--- config.mk ---
export PLATFORM = sky130hd
export DESIGN_NAME = matmul_sequencer
export DESIGN_NICKNAME = d
export VERILOG_FILES = /design/src/rtl/matmul_sequencer.sv
export SDC_FILE = /design/constraint.sdc
export NUM_CORES = 1
export LEC_CHECK = 0
export ABC_AREA = 1
export BUFFER_PORTS_ARGS = -buffer_cell sky130_fd_sc_hd__clkbuf_2
export CORE_MARGIN = 10
export CORE_UTILIZATION = 55
export CTS_BUF_LIST = sky130_fd_sc_hd__clkbuf_4
export DETAILED_ROUTE_END_ITERATION = 6
export GPL_ROUTABILITY_DRIVEN = 0
export HOLD_SLACK_MARGIN = 0.15
export PLACE_DENSITY_LB_ADDON = 0.2
export SYNTH_ARGS = -nofsm -noshare
export SYNTH_HDL_FRONTEND = slang
export SYNTH_SLANG_ARGS = --single-unit
--- constraint.sdc ---
create_clock -name clk -period 3.4 [get_ports clk]
set_input_delay 0.51 -clock clk [delete_from_list [all_inputs] [get_ports clk]]
set_output_delay 0.51 -clock clk [all_outputs]
set_load 0.03 [all_outputs]
--- src/rtl/matmul_sequencer.sv ---
// matmul_sequencer: walks the (i, j, k) loop nest of an NxN matrix multiply.
// Each cycle it issues one operand-RAM read. The MAC enable/clear and the
// result-RAM write strobes follow one and two cycles behind that read.
// Optional busy-cycle counter: define MATMUL_SEQ_PERF_EN to build it.
module matmul_sequencer #(
    parameter int MAX_SIZE = 10,
    parameter int ADDR_W   = $clog2(MAX_SIZE * MAX_SIZE)
) (
    input  logic              clk,
    input  logic              rst_n,
    input  logic              start,
    input  logic [7:0]        size,
    input  logic              abort,
    output logic              busy,
    output logic              done,
    output logic              err,
    output logic              rd_en,
    output logic [ADDR_W-1:0] a_addr,
    output logic [ADDR_W-1:0] b_addr,
    output logic              acc_en,
    output logic              acc_clr,
    output logic              r_we,
    output logic [ADDR_W-1:0] r_addr,
    output logic [15:0]       perf_cycles
);

    localparam int CNT_W = $clog2(MAX_SIZE + 1);

    typedef enum logic [1:0] {S_IDLE, S_RUN, S_DRAIN, S_DONE} state_t;

    state_t             state_q, state_d;
    logic [CNT_W-1:0]   n_q, n_d, i_q, i_d, j_q, j_d, k_q, k_d;
    logic [ADDR_W-1:0]  ibase_q, ibase_d, kbase_q, kbase_d;
    logic               drain_q, drain_d, err_q, err_d;
    logic               size_ok, start_ok, k_last, j_last, i_last, kill;

    // Pipeline tags that travel with each issued (i, j, k)
    logic               vld_p1, clr_p1, last_p1, we_p2;
    logic [ADDR_W-1:0]  raddr_p1, raddr_p2;

    assign size_ok  = ({24'd0, size} >= 32'd2) && ({24'd0, size} <= 32'(MAX_SIZE));
    assign start_ok = (state_q == S_IDLE) && start && size_ok;
    assign k_last   = (k_q == n_q - CNT_W'(1));
    assign j_last   = (j_q == n_q - CNT_W'(1));
    assign i_last   = (i_q == n_q - CNT_W'(1));
    assign kill     = abort && ((state_q == S_RUN) || (state_q == S_DRAIN));

    assign rd_en    = (state_q == S_RUN);
    assign busy     = (state_q == S_RUN) || (state_q == S_DRAIN);
    assign done     = (state_q == S_DONE);
    assign err      = err_q;
    // Addresses come from row bases plus an offset; no multiplier is involved
    assign a_addr   = rd_en ? ibase_q + ADDR_W'(k_q) : '0;
    assign b_addr   = rd_en ? kbase_q + ADDR_W'(j_q) : '0;
    assign acc_en   = vld_p1;
    assign acc_clr  = vld_p1 && clr_p1;
    assign r_we     = we_p2;
    assign r_addr   = raddr_p2;

    // Next-state and loop-counter logic: k innermost, then j, then i
    always_comb begin
        state_d = state_q;
        n_d     = n_q;
        i_d     = i_q;
        j_d     = j_q;
        k_d     = k_q;
        ibase_d = ibase_q;
        kbase_d = kbase_q;
        drain_d = drain_q;
        err_d   = 1'b0;
        case (state_q)
            S_IDLE: begin
                if (start) begin
                    if (size_ok) begin
                        state_d = S_RUN;
                        n_d     = size[CNT_W-1:0];
                        i_d     = '0;
                        j_d     = '0;
                        k_d     = '0;
                        ibase_d = '0;
                        kbase_d = '0;
                    end else begin
                        err_d = 1'b1;
                    end
                end
            end
            S_RUN: begin
                if (abort) begin
                    state_d = S_IDLE;
                end else if (k_last) begin
                    k_d     = '0;
                    kbase_d = '0;
                    if (j_last) begin
                        j_d = '0;
                        if (i_last) begin
                            i_d     = '0;
                            ibase_d = '0;
                            drain_d = 1'b0;
                            state_d = S_DRAIN;
                        end else begin
                            i_d     = i_q + CNT_W'(1);
                            ibase_d = ibase_q + ADDR_W'(n_q);
                        end
                    end else begin
                        j_d = j_q + CNT_W'(1);
                    end
                end else begin
                    k_d     = k_q + CNT_W'(1);
                    kbase_d = kbase_q + ADDR_W'(n_q);
                end
            end
            S_DRAIN: begin
                if (abort) begin
                    state_d = S_IDLE;
                end else if (drain_q) begin
                    state_d = S_DONE;
                end else begin
                    drain_d = 1'b1;
                end
            end
            default: begin
                state_d = S_IDLE;
            end
        endcase
    end

    // State, size and loop-counter registers
    always_ff @(posedge clk or negedge rst_n) begin
        if (!rst_n) begin
            state_q <= S_IDLE;
            n_q     <= '0;
            i_q     <= '0;
            j_q     <= '0;
            k_q     <= '0;
            ibase_q <= '0;
            kbase_q <= '0;
            drain_q <= 1'b0;
            err_q   <= 1'b0;
        end else begin
            state_q <= state_d;
            n_q     <= n_d;
            i_q     <= i_d;
            j_q     <= j_d;
            k_q     <= k_d;
            ibase_q <= ibase_d;
            kbase_q <= kbase_d;
            drain_q <= drain_d;
            err_q   <= err_d;
        end
    end

    // Issue -> stage 1 (accumulate) -> stage 2 (write); abort squashes in-flight strobes
    always_ff @(posedge clk or negedge rst_n) begin
        if (!rst_n) begin
            vld_p1   <= 1'b0;
            clr_p1   <= 1'b0;
            last_p1  <= 1'b0;
            raddr_p1 <= '0;
            we_p2    <= 1'b0;
            raddr_p2 <= '0;
        end else begin
            vld_p1   <= rd_en && !kill;
            clr_p1   <= (k_q == '0);
            last_p1  <= k_last;
            raddr_p1 <= ibase_q + ADDR_W'(j_q);
            we_p2    <= vld_p1 && last_p1 && !kill;
            raddr_p2 <= raddr_p1;
        end
    end

`ifdef MATMUL_SEQ_PERF_EN
    logic [15:0] perf_q;

    // Busy-cycle counter: cleared by an accepted start, saturates, holds when idle
    always_ff @(posedge clk or negedge rst_n) begin
        if (!rst_n) begin
            perf_q <= '0;
        end else if (start_ok) begin
            perf_q <= '0;
        end else if (busy && (perf_q != 16'hFFFF)) begin
            perf_q <= perf_q + 16'd1;
        end
    end

    assign perf_cycles = perf_q;
`else
    logic unused_start_ok;
    assign unused_start_ok = start_ok;
    assign perf_cycles     = '0;
`endif

endmodule

==> key figures, run 1 <==
Clocking
  – CTS Buf Count: 5
  – H-tree depth: 2
  – CTS sink cnt: 52
  – Clock transition at path regs: between 0.15 and 0.2 ns
  – Clock Latency Late Sink: about 0.40 ns
  – Post-CTS sizing: 0
  – CTS tree: done
  – CTS max path bufs: 2
  – Root buffer cell: clkbuf_4
  – Setup Fix Bufs, Post-CTS: 0
  – Hold buffer count at cts: 1

GRT
  – Initial antenna violation count: 0
  – Vias in the first global route: roughly 2,900
  – GRT overflow: 0
  – Overall global routing resource usage: 0.163
  – First-pass GRT wire length: between 10,000 and 15,000 um
  – Largest net degree at the start of global routing: 26

Cells and area
  – Area Growth Syn to Fin: 7.47%
  – Final non-filler cell total: 592
  – Share of cells above drive strength 1: 0.134
  – Fillers: between 500 and 600
  – Nets@finish: 560
  – Final Util: 0.609
  – Inserted Diodes: 0
  – Commonest cells after routing, fill and taps aside: nand2_1, inv_1, dfrtp_1
  – Final Cell Area: slightly below 0.004 mm2
  – Commonest non-fill, non-tap cell in the layout: nand2_1

Timing
  – Max Clock Freq: approximately 0.34 GHz
  – RSZ-0062 raised after global routing: no
  – Max_slew headroom: 0.589
  – Final critical-path share of the clock period: 0.862
  – Final hold vios: 0
  – Least-Margin Pin Slew: between 0.6 and 0.7 ns
  – Final min period: 2.93 ns
  – Slew Viols, Final: 0
  – Final setup TNS: 0 ns
  – Clock skew: 0.0192 ns
  – Final setup viols: 0

Worst setup path
  – Worst reg-to-reg setup slack: 1.03 ns
  – Crit-path cells: ha_1, fa_1, nand2_1, nand2_1, a21oi_1, nor4_1, nor3_1, clkbuf_2
  – Buffer and inverter count on the worst path: 1
  – Max incr delay on CP: just under 0.5 ns
  – Delay-heaviest family, CP: adder cells
  – WP data required: 2.89 ns
  – CP Launch Point: j_q[0]
  – Arr. time, crit path: 2.42 ns
  – CP max stage cell: dfrtp_1
  – Most used cell, CP: nand2_1
  – CP Launch Type: flop
  – Max Fanout on Critical Path: 7
  – Reg2reg end: i_q[3]
  – R2R cell count: 13
  – Worst R2R Start: n_q[0]
  – CP Class: reg -> out
  – Critical Path End Type: output pin

Floorplanning
  – Core region area: approximately 0.0064 mm2
  – Die footprint: ~0.01 mm2
  – Initial core utilization: 0.567
  – # IOs: between 50 and 60
  – Number of cell rows: 29
  – Die span in y: 101 um
  – Die width: approximately 100 um

Power
  – Peak supply drop: between 0.0006 and 0.0007 V
  – Power Total: approximately 3.1 mW
  – Lkg Pwr: 2.15 nW
  – Pwr per Cell Area: approximately 800 mW/mm2

Synthesis
  – Synth Warn #: 0
  – Synthesized instance count: 472
  – Synth cell types: 33
  – Synth Cell Area: 0.00362 mm2
  – Flops & latches, synth: 52
  – Register area share after synthesis: 0.359
  – Synth Area per Inst: 7.67 um2

Route
  – DRT Wirelength: about 8300 um
  – Number of remaining DRC errors: 0
  – DR WL/cell: between 10 and 15 um
  – Vias: roughly 3,100
  – Number of DRC markers in iteration 0: around 170
  – Drt via density: ~5.3
  – Detail Route Antenna Nets: 0
  – Drt first pass iters: 4

Place
  – Detail Placement HPWL: 6510 um
  – I/O Buffers: 39
  – Area after DPL: 0.00382 mm2
  – Inst Count DP: 583

Min path
  – Sink of the worst hold path: n_q[3]
  – Worst Hold Depth: 3
  – Min-Delay Startpoint: size[3]
  – Min-Delay Path Class: in -> reg

Run status
  – Status: complete, no violations

Flow run
  – MaxCap Viol Count: 0
## registers in the layout, summed over array words and instances (netlist names), 2 cells and up
signal and flops:
i_q 4, ibase_q 7, j_q 4, k_q 4
kbase_q 7, n_q 4, r_addr 7, raddr_p1 7
state_q 2
## tightest hold or removal path, cell delays in order
cell and delay (ns):
clkbuf_2 0.09, inv_1 0.06, o21ai_0 0.07
## through the flow
stage	hold slack [ns]	setup slack [ns]
floorplan	0.214	0.802
global placement	0.333	0.991
detailed placement	0.336	0.934
CTS	0.360	0.495
global route	0.380	0.244
finish	0.353	0.470
## layout make-up
class | count | area [um2] | area share
sequential | 52 | 1300 | 0.335
clock buffer | 5 | 37.5 | 0.00965
timing repair buffer | 44 | 235 | 0.0605
multi-input combinational | 352 | 1970 | 0.506
tap | 77 | 96.3 | 0.0248
clock inverter | 3 | 26.3 | 0.00675
inverter | 59 | 224 | 0.0576
## synthesized netlist by cell type, drive strengths merged
library cell,n,share of area
nand2,126,0.13
clkbuf,2,0.0021
or2,2,0.0035
xor2,9,0.022
ha,29,0.10
nand3,46,0.067
buf,22,0.048
o21ai,27,0.039
o211a,1,0.0028
a31oi,4,0.0069
xnor2,7,0.017
a21oi,21,0.029
nand4,5,0.0086
conb,1,0.0010
and2,1,0.0017
nor3,5,0.0069
dfrtp,52,0.36
fa,5,0.028
inv,59,0.062
nor2,45,0.057
nor4,2,0.0035
a21o,1,0.0021
## kinds of logic after synthesis
| group | after synthesis | synth area share |
|---|---|---|
| other cells | 1 | 0.00104 |
| flops | 52 | 0.359 |
| fa+ha+maj | 34 | 0.128 |
| buf+inv | 83 | 0.112 |
| simple gates | 232 | 0.281 |
| xor+xnor | 16 | 0.0387 |
| compound gates | 54 | 0.0802 |
## per-layer routing
layer  share of wire  up-vias  global-route usage
li1                -     1568                   -
met1            0.46     1469               0.213
met2            0.47       81               0.261
met3           0.055        8              0.0329
met4           0.014        0              0.0600
met5               0        -                   0
## worst max path at each step
stage / end / slack [ns] / cells past startpoint
after floorplan: b_addr[6] / 0.80 / 7
after CTS: b_addr[6] / 0.50 / 8
after detailed placement: b_addr[6] / 0.93 / 8
final: b_addr[6] / 0.47 / 8
after global routing: b_addr[5] / 0.24 / 9
after global placement: b_addr[5] / 0.99 / 9
## power by group
| part | switching [mW] | leakage (nW) | total (mW) | internal, mW |
|---|---|---|---|---|
| clock network | 0.226 | 0.0293 | 0.311 | 0.0856 |
| registers | 0.209 | 0.702 | 0.988 | 0.779 |
| logic | 1.24 | 1.42 | 1.80 | 0.559 |
| total | 1.68 | 2.15 | 3.10 | 1.42 |
Note: power is estimated with default switching activity, not from simulation.
==> run 2: changes to the inputs <==
Settings changed: CORE_MARGIN 10 to 3, SKIP_LAST_GASP set to 1.
==> run 2 against run 1 <==
  * Hold slack got worse by 0.077 ns
  * Total power is 2.0% higher
  * First-iteration DRC count shrank 8.4%
  * Global-route usage is 6.3 points higher
  * Critical path type unchanged
  * Critical endpoint unchanged
  * Via count down 0.51%
  * Count of clock-buffer cells in the layout is the same
==> key figures, run 2 (same netlist as run 1, synthesis figures left out) <==
Run status
  – Status: complete, no violations

Worst setup path
  – CP Class: reg -> out
  – Most used cell, CP: nand2_1
  – CP Launch Point: j_q[0]
  – Crit-path cells: ha_1, fa_1, nand2_1, nand2_1, a21oi_1, nor4_1, nor3_1, clkbuf_2
  – Critical Path End Type: output pin
  – CP Launch Type: flop
  – Buffer and inverter count on the worst path: 1
  – CP max stage cell: dfrtp_1
  – Max incr delay on CP: 0.49 ns
  – Arr. time, crit path: between 2 and 2.5 ns
  – Delay-heaviest family, CP: adder cells
  – Worst R2R Start: n_q[1]
  – WP data required: roughly 2.9 ns
  – Max Fanout on Critical Path: 7

Timing
  – Clock skew: approximately 0.017 ns
  – RSZ-0062 raised after global routing: no
  – Final setup TNS: 0 ns
  – Max_slew headroom: 0.286
  – Max Clock Freq: between 0.3 and 0.4 GHz
  – Least-Margin Pin Slew: approximately 1.1 ns
  – Final min period: between 2 and 3 ns
  – Final setup viols: 0
  – Slew Viols, Final: 0
  – Final critical-path share of the clock period: 0.859
  – Final hold vios: 0

Flow run
  – MaxCap Viol Count: 0

Route
  – Vias: between 3,000 and 4,000
  – Number of remaining DRC errors: 0
  – Drt first pass iters: 5
  – Number of DRC markers in iteration 0: between 150 and 200
  – Drt via density: around 5.3
  – DRT Wirelength: roughly 8000 um
  – DR WL/cell: around 14 um
  – Detail Route Antenna Nets: 0

Clocking
  – Setup Fix Bufs, Post-CTS: 0
  – CTS tree: done
  – Post-CTS sizing: 0
  – Root buffer cell: clkbuf_4
  – CTS sink cnt: 52
  – CTS Buf Count: 5
  – H-tree depth: 2
  – Clock transition at path regs: ~0.15 ns
  – Clock Latency Late Sink: between 0.3 and 0.4 ns
  – CTS max path bufs: 2
  – Hold buffer count at cts: 0

Floorplanning
  – Number of cell rows: 28
  – Die span in y: approximately 87 um
  – Initial core utilization: 0.590
  – # IOs: 56
  – Die footprint: between 0.007 and 0.008 mm2
  – Die width: between 80 and 90 um
  – Core region area: 0.00613 mm2

Place
  – Detail Placement HPWL: a little over 6000 um
  – Inst Count DP: 580
  – I/O Buffers: 39

Min path
  – Min-Delay Path Class: in -> async

Power
  – Internal power: approximately 1.5 mW
  – Gate power share: 0.575
  – Pwr per Cell Area: 815 mW/mm2
  – Part of the power in registers: 0.311
  – Lkg Pwr: roughly 2.2 nW
  – Peak supply drop: between 0.0005 and 0.0006 V
  – Clock power share: 0.114
  – Sw Ratio: 0.529
  – Net Sw Power: ~1.7 mW

GRT
  – Initial antenna violation count: 0
  – First-pass GRT wire length: roughly 14,000 um
  – Overall global routing resource usage: 0.226
  – Largest net degree at the start of global routing: 44
  – GRT overflow: 0
  – Vias in the first global route: slightly below 3,000

Cells and area
  – Sequential cell area: 0.00130 mm2
  – Commonest cells after routing, fill and taps aside: nand2_1, inv_1, dfrtp_1
  – Fillers: about 540
  – Share of cells above drive strength 1: 0.133
  – Multi-input gate area: a little under 0.002 mm2
  – Nets@finish: roughly 560
  – Inserted Diodes: 0
  – Commonest non-fill, non-tap cell in the layout: nand2_1
  – Final non-filler cell total: 588
  – Area Growth Syn to Fin: 7.36%
-- run 2: cell types whose count changed in the layout (fill, tap and decap cells not counted) --
cell / delta
clkinv_2: +1
inv_8: -1
dlygate4sd3_1: -1
buf_4: -1
clkinvlp_4: -1
bufinv_16: +1
-- run 2: area by class of cell --
cell class	count	area share
repair buffers	42	0.0560
flip-flops and latches	52	0.335
clock inverters	3	0.0109
well taps	75	0.0241
multi-input cells	352	0.507
clock buffers	5	0.00966
inverters	59	0.0576
-- run 2: final timing paths --
kind / to / slack [ns] / cells past startpoint
min reg2reg: r_addr[0] / 0.37 / 0
max reg2reg: i_q[3] / 0.98 / 13
min in group clk: r_addr[0] / 0.37 / 0
min: kbase_q[5] / 0.28 / 1
max in group asynchronous: k_q[1] / 2.35 / 2
max: b_addr[6] / 0.48 / 8
-- run 2: per-layer routing --
layer | track usage | vias to the layer above | wire length, um
met5 | 0 | - | 0
met4 | 0.0851 | 0 | 231
met3 | 0.0360 | 18 | 550
met2 | 0.366 | 99 | 3620
met1 | 0.305 | 1428 | 3600
li1 | - | 1565 | -
-- run 2: per-stage QoR --
step	utilization	instance area [um2]	power (mW)	hold slack [ns]	worst slack [ns]
5_1_grt	0.634	3890	3.45	0.376	0.260
4_1_cts	0.634	3890	3.17	0.328	0.505
3_3_place_gp	0.621	3810	2.77	0.332	1.01
2_1_floorplan	-	3680	2.39	0.214	0.802
3_5_place_dp	0.621	3810	2.81	0.336	0.948
6_report	0.634	3890	3.17	0.275	0.480
-- run 2: power by group through the flow --
| stage | Combinational, mW | Sequential, mW | Clock [mW] |
|---|---|---|---|
| 4_1_cts | 1.82 | 0.982 | 0.366 |
| 2_1_floorplan | 1.40 | 0.984 | 0 |
| 3_3_place_gp | 1.78 | 0.990 | 0 |
| 5_1_grt | 2.05 | 1.02 | 0.388 |
| 6_report | 1.82 | 0.985 | 0.359 |
| 3_5_place_dp | 1.82 | 0.995 | 0 |
